`src/rtl/dial_cmd_sequencer.sv`:
```
// Buffers host rotation commands and issues them to the dial, spacing issues by each command's step time.
// Optional `DIAL_SEQ_BUSY_EN adds dial_busy; the WAIT timer then counts settle cycles only while the dial is not busy.
module dial_cmd_sequencer #(
  parameter int COUNT_WIDTH   = 10,
  parameter int FIFO_DEPTH    = 4,
  parameter int SETUP_CYCLES  = 1,
  parameter int SETTLE_CYCLES = 2
) (
  input  logic                            clk,
  input  logic                            rst_n,
`ifdef DIAL_SEQ_BUSY_EN
  input  logic                            dial_busy,
`endif
  input  logic                            cmd_valid,
  output logic                            cmd_ready,
  input  logic                            cmd_direction,
  input  logic [COUNT_WIDTH-1:0]          cmd_count,
  output logic                            dial_direction,
  output logic [COUNT_WIDTH-1:0]          dial_count,
  output logic                            dial_valid,
  output logic                            idle,
  output logic [$clog2(FIFO_DEPTH):0]     fifo_level,
  output logic [15:0]                     issued_count
);

  localparam int PTR_W   = $clog2(FIFO_DEPTH);
  localparam int LVL_W   = PTR_W + 1;
  localparam int TMR_W   = COUNT_WIDTH + 1;
  localparam int SETUP_W = $clog2(SETUP_CYCLES + 1);

  typedef enum logic [1:0] {S_IDLE, S_SETUP, S_FIRE, S_WAIT} state_t;

  state_t                 state_q, state_d;
  logic [COUNT_WIDTH:0]   mem [FIFO_DEPTH];
  logic [PTR_W-1:0]       wr_ptr_q, wr_ptr_d, rd_ptr_q, rd_ptr_d;
  logic [LVL_W-1:0]       level_q, level_d;
  logic [SETUP_W-1:0]     setup_q, setup_d;
  logic [TMR_W-1:0]       timer_q, timer_d;
  logic                   dir_q, dir_d;
  logic [COUNT_WIDTH-1:0] cnt_q, cnt_d;
  logic                   dial_valid_q, dial_valid_d;
  logic                   idle_q, idle_d;
  logic [15:0]            issued_q, issued_d;

  logic                   full, empty, push, pop, wait_done;
  logic [TMR_W-1:0]       wait_load;

  always_comb begin
    full  = (level_q == LVL_W'(FIFO_DEPTH));
    empty = (level_q == '0);
    push  = cmd_valid && !full;
    pop   = 1'b0;

`ifdef DIAL_SEQ_BUSY_EN
    wait_load = TMR_W'(SETTLE_CYCLES);
    wait_done = !dial_busy && (timer_q <= TMR_W'(1));
`else
    // One extra bit keeps count + settle from wrapping at the maximum count.
    wait_load = TMR_W'(cnt_q) + TMR_W'(SETTLE_CYCLES);
    wait_done = (timer_q <= TMR_W'(1));
`endif

    state_d  = state_q;
    setup_d  = setup_q;
    timer_d  = timer_q;
    issued_d = issued_q;

    case (state_q)
      S_IDLE: begin
        if (!empty) begin
          pop     = 1'b1;
          setup_d = SETUP_W'(SETUP_CYCLES);
          state_d = S_SETUP;
        end
      end
      S_SETUP: begin
        setup_d = setup_q - SETUP_W'(1);
        if (setup_q <= SETUP_W'(1)) begin
          state_d = S_FIRE;
        end
      end
      S_FIRE: begin
        issued_d = issued_q + 16'd1;
        timer_d  = wait_load;
        state_d  = S_WAIT;
      end
      S_WAIT: begin
`ifdef DIAL_SEQ_BUSY_EN
        if (!dial_busy && timer_q != '0) timer_d = timer_q - TMR_W'(1);
`else
        if (timer_q != '0) timer_d = timer_q - TMR_W'(1);
`endif
        if (wait_done) begin
          // Chain straight into the next command when one is buffered.
          if (!empty) begin
            pop     = 1'b1;
            setup_d = SETUP_W'(SETUP_CYCLES);
            state_d = S_SETUP;
          end else begin
            state_d = S_IDLE;
          end
        end
      end
      default: state_d = S_IDLE;
    endcase

    dir_d = dir_q;
    cnt_d = cnt_q;
    if (pop) begin
      {dir_d, cnt_d} = mem[rd_ptr_q];
    end

    wr_ptr_d = push ? wr_ptr_q + PTR_W'(1) : wr_ptr_q;
    rd_ptr_d = pop  ? rd_ptr_q + PTR_W'(1) : rd_ptr_q;
    level_d  = level_q;
    if (push && !pop)      level_d = level_q + LVL_W'(1);
    else if (pop && !push) level_d = level_q - LVL_W'(1);

    dial_valid_d = (state_d == S_FIRE);
    idle_d       = (state_q == S_IDLE) && empty;
  end

  always_ff @(posedge clk) begin
    if (!rst_n) begin
      state_q      <= S_IDLE;
      wr_ptr_q     <= '0;
      rd_ptr_q     <= '0;
      level_q      <= '0;
      setup_q      <= '0;
      timer_q      <= '0;
      dir_q        <= 1'b0;
      cnt_q        <= '0;
      dial_valid_q <= 1'b0;
      idle_q       <= 1'b1;
      issued_q     <= '0;
    end else begin
      state_q      <= state_d;
      wr_ptr_q     <= wr_ptr_d;
      rd_ptr_q     <= rd_ptr_d;
      level_q      <= level_d;
      setup_q      <= setup_d;
      timer_q      <= timer_d;
      dir_q        <= dir_d;
      cnt_q        <= cnt_d;
      dial_valid_q <= dial_valid_d;
      idle_q       <= idle_d;
      issued_q     <= issued_d;
    end
  end

  always_ff @(posedge clk) begin
    if (push) begin
      mem[wr_ptr_q] <= {cmd_direction, cmd_count};
    end
  end

  assign cmd_ready      = !full;
  assign dial_direction = dir_q;
  assign dial_count     = cnt_q;
  assign dial_valid     = dial_valid_q;
  assign idle           = idle_q;
  assign fifo_level     = level_q;
  assign issued_count   = issued_q;

endmodule

```
`config.mk`:
```
export PLATFORM = sky130hd
export DESIGN_NAME = dial_cmd_sequencer
export DESIGN_NICKNAME = d
export VERILOG_FILES = /design/src/rtl/dial_cmd_sequencer.sv
export SDC_FILE = /design/constraint.sdc
export NUM_CORES = 1
export LEC_CHECK = 0
export ABC_CLOCK_PERIOD_IN_PS = 2600
export CORE_MARGIN = 2
export CORE_UTILIZATION = 42
export CTS_CLUSTER_SIZE = 8
export DETAILED_ROUTE_END_ITERATION = 10
export DONT_BUFFER_PORTS = 1
export PLACE_DENSITY = 0.56
export SYNTH_ARGS = -nofsm -noshare
export SYNTH_HDL_FRONTEND = slang
export SYNTH_SLANG_ARGS = --single-unit
```
`constraint.sdc`:
```
create_clock -name clk -period 2.6 [get_ports clk]
set_input_delay 0.52 -clock clk [delete_from_list [all_inputs] [get_ports clk]]
set_output_delay 0.52 -clock clk [all_outputs]
set_load 0.01 [all_outputs]
```
==> metrics.md <==
| Metric | Value |
|---|---|
| Outcome | completed |
| Distinct cell type count after synthesis | 54 |
| Syn avg cell area | 11.3 µm² |
| Overflow after GRT | 0 |
| Total CTS buffers | 9 |
| VDD IR max | between 500 and 600 µV |
| Worst skew pair latency | 0.36 ns |
| CP max-delay cell | fa_1 |
| Initial antenna violation count | 0 |
| Worst Max-Slew Pin Slew | roughly 0.86 ns |
| Post-DP HPWL | roughly 6.1 mm |
| Leakage | 1.61 nW |
| Post-Syn Nets | just over 400 |
| Max Cap Viol | 0 |
| CP required | roughly 2.9 ns |
| Initial core utilization | 0.435 |
| Asr flop ratio synth | 0 |
| GRT Resource Usage Total | 0.169 |
| Worst Path Arrival | roughly 2.7 ns |
| Mapped Cells | 379 |
| Worst min path class | input port to flop |
| Fin crit period | 2.43 ns |
| Port bufs | 0 |
| DP Worst Slack | roughly 0.14 ns |
| DRC | 0 |
| Top cells by count, synth | dfxtp_1, edfxtp_1, o21ai_0, nor2_1, nand3_1 |
| H-tree depth | 3 |
| Area contributors post-synth | edfxtp_1, dfxtp_1, mux4_2 |
| Worst Path Max Fanout | 3 |
| Router iterations before antenna repair | 4 |
| Final hold vios | 0 |
| Ports | 47 |
| Mapped cell area | roughly 4300 µm² |
| Net count, final | 419 |
| Detailed Route Iter0 Violations | 170 |
| Clock slew at reported path FFs | ~0.10 ns |
| Top cell type's share of synthesized area | 0.308 |
| Max clock buf depth | 2 |
| Vias per cell | about 5.6 |
| RSZ-0062 raised after global routing | no |
| Critical Path Max Stage Delay | 0.37 ns |
| Count leader, synth | dfxtp_1 |
| Slew Limit Fails | 0 |
| Via count | 2936 |
| Finished Core Util | 0.479 |
| First-pass GRT wire length | approximately 15 mm |
| # rows | 36 |
| Area Growth Syn to Fin | 10.0% |
| Pwr per Cell Area | 983 nW/µm² |
| Vias in the first global route | 2859 |
| Dominant synthesized flop cell | dfxtp_1 |
| Cell Chain, Critical Path | inv_1 -> ha_1 -> o21bai_2 -> a41o_2 -> nand2_1 -> ha_1 -> inv_1 -> fa_1 -> xor2_1 -> or3_1 -> a21oi_1 |
| Core Region | around 10000 µm² |
| Crit path capture type | flop |
| Element type at the critical path start | flop |
| Synthesis Warnings | 0 |
| Die Width | 105 µm |
| CTS tree | yes |
| GP Congestion | 0.796 |
| Routed Wire Length | roughly 8.7 mm |
| Post-synth EDFFs | 44 |
| CTS sink cnt | 93 |
| FF/Latch Area | 2300 µm² |
| Die Area | 11000 µm² |
| Fill cell count | 893 |
| Worst Skew | 0.0104 ns |
| Setup bufs post-CTS | 0 |
| Ratio of cells with drive above 1 in the final layout | 0.140 |
| Final setup fails | 0 |
| Max Freq | 411 MHz |
| WS Path Type | flop to flop |
| Pin count of the biggest net entering global routing | 29 |
| Avg WL per Cell | about 17 µm |
| CTS Hold Bufs | 0 |
| Routed Antenna Nets | 0 |
| Fin Setup TNS | 0 ns |
| #FFs+latches synth | 93 |
| Multi-input gate area | roughly 1900 µm² |
| CP Buf/Inv Count | 2 |
| Max_slew headroom | 0.422 |
| Inserted Diodes | 0 |
| Root buf cell | clkbuf_8 |
| PnR Total Power | 4.64 mW |
| Largest area contributor in the netlist | edfxtp_1 |
| Tcrit/Tclk final | 0.936 |
| Final Worst Setup Slack | ~0.17 ns |
| Chip height | between 100 and 150 µm |
| Seq/Total Area, Yosys | 0.536 |
| CP top delay family | adder cells |
==> flip-flops by register name, summed over array words and instances (netlist names) <==
signal,flops
mem,44
dial_count,10
fifo_level,3
idle,1
rd_ptr_q,2
timer_q,11
state_q,2
wr_ptr_q,2
issued_count,16
dial_direction,1
dial_valid,1
==> cell usage in the layout (no fill, tap or decap), drive strengths merged, types with 2 or more instances in the layout <==
master	instances
a21boi	2
a21oi	19
a31o	2
a31oi	4
a32o	2
a41oi	4
and2	5
and3	5
and4	5
buf	16
clkbuf	9
dfxtp	49
edfxtp	44
ha	15
inv	18
mux2i	7
mux4	11
nand2	20
nand2b	4
nand3	23
nand4	8
nor2	25
nor2b	2
nor3	10
nor3b	3
nor4	3
nor4b	2
o211ai	3
o21a	2
o21ai	30
o22ai	2
or3	5
or4	4
xnor2	6
xor2	11
==> worst paths after layout <==
| kind | from | slack, ns | endpoint | cells past startpoint |
|---|---|---|---|---|
| setup / recovery | timer_q[1] | 0.17 | fifo_level[2] | 11 |
| hold reg to reg | issued_count[14] | 0.55 | issued_count[14] | 2 |
| hold / removal | rst_n | 0.22 | idle | 1 |
| setup reg to reg | timer_q[1] | 0.17 | fifo_level[2] | 11 |
==> layer usage <==
layer,track usage,up-vias,part of all wire
met3,0.0555,10,0.057
met5,0,-,0
li1,-,1448,-
met1,0.208,1412,0.44
met2,0.281,66,0.49
met4,0.0562,0,0.015
==> power by group <==
group	internal (mW)	switching, mW
Clock	0.392	0.587
Sequential	1.77	0.285
Combinational	0.678	0.930
Total	2.84	1.80
==> layout make-up <==
cell class / count / share of cell area
tap: 133 / 0.0352
inverter: 12 / 0.00954
multi-input combinational: 257 / 0.399
sequential: 93 / 0.488
clock inverter: 7 / 0.0172
clock buffer: 9 / 0.0262
timing repair buffer: 16 / 0.0254
==> through the flow <==
stage | cells | hold slack [ns] | instance area (µm²)
final | 527 | 0.225 | 4720
after global routing | 527 | 0.208 | 4720
after CTS | 527 | 0.199 | 4720
after detailed placement | 511 | 0.534 | 4510
after global placement | 511 | 0.520 | 4510
after floorplan | 379 | 0.498 | 4290
==> cells by family (layout without fill, tap and decap cells) <==
family	count (synthesis)	after routing	synth area share
simple gates	127	127	0.164
flops	93	93	0.536
compound gates	79	79	0.117
buf+inv	29	44	0.0259
mux	18	18	0.0740
xor+xnor	17	17	0.0347
fa+ha+maj	16	16	0.0484
==> repair_timing <==
| action | in CTS | in global routing |
|---|---|---|
| setup endpoints to repair | 0 | 1 |
| gates resized for setup | 0 | 2 |
| endpoints found under the hold margin | 0 | 0 |
No activity file was read; power rests on OpenSTA's default activity.
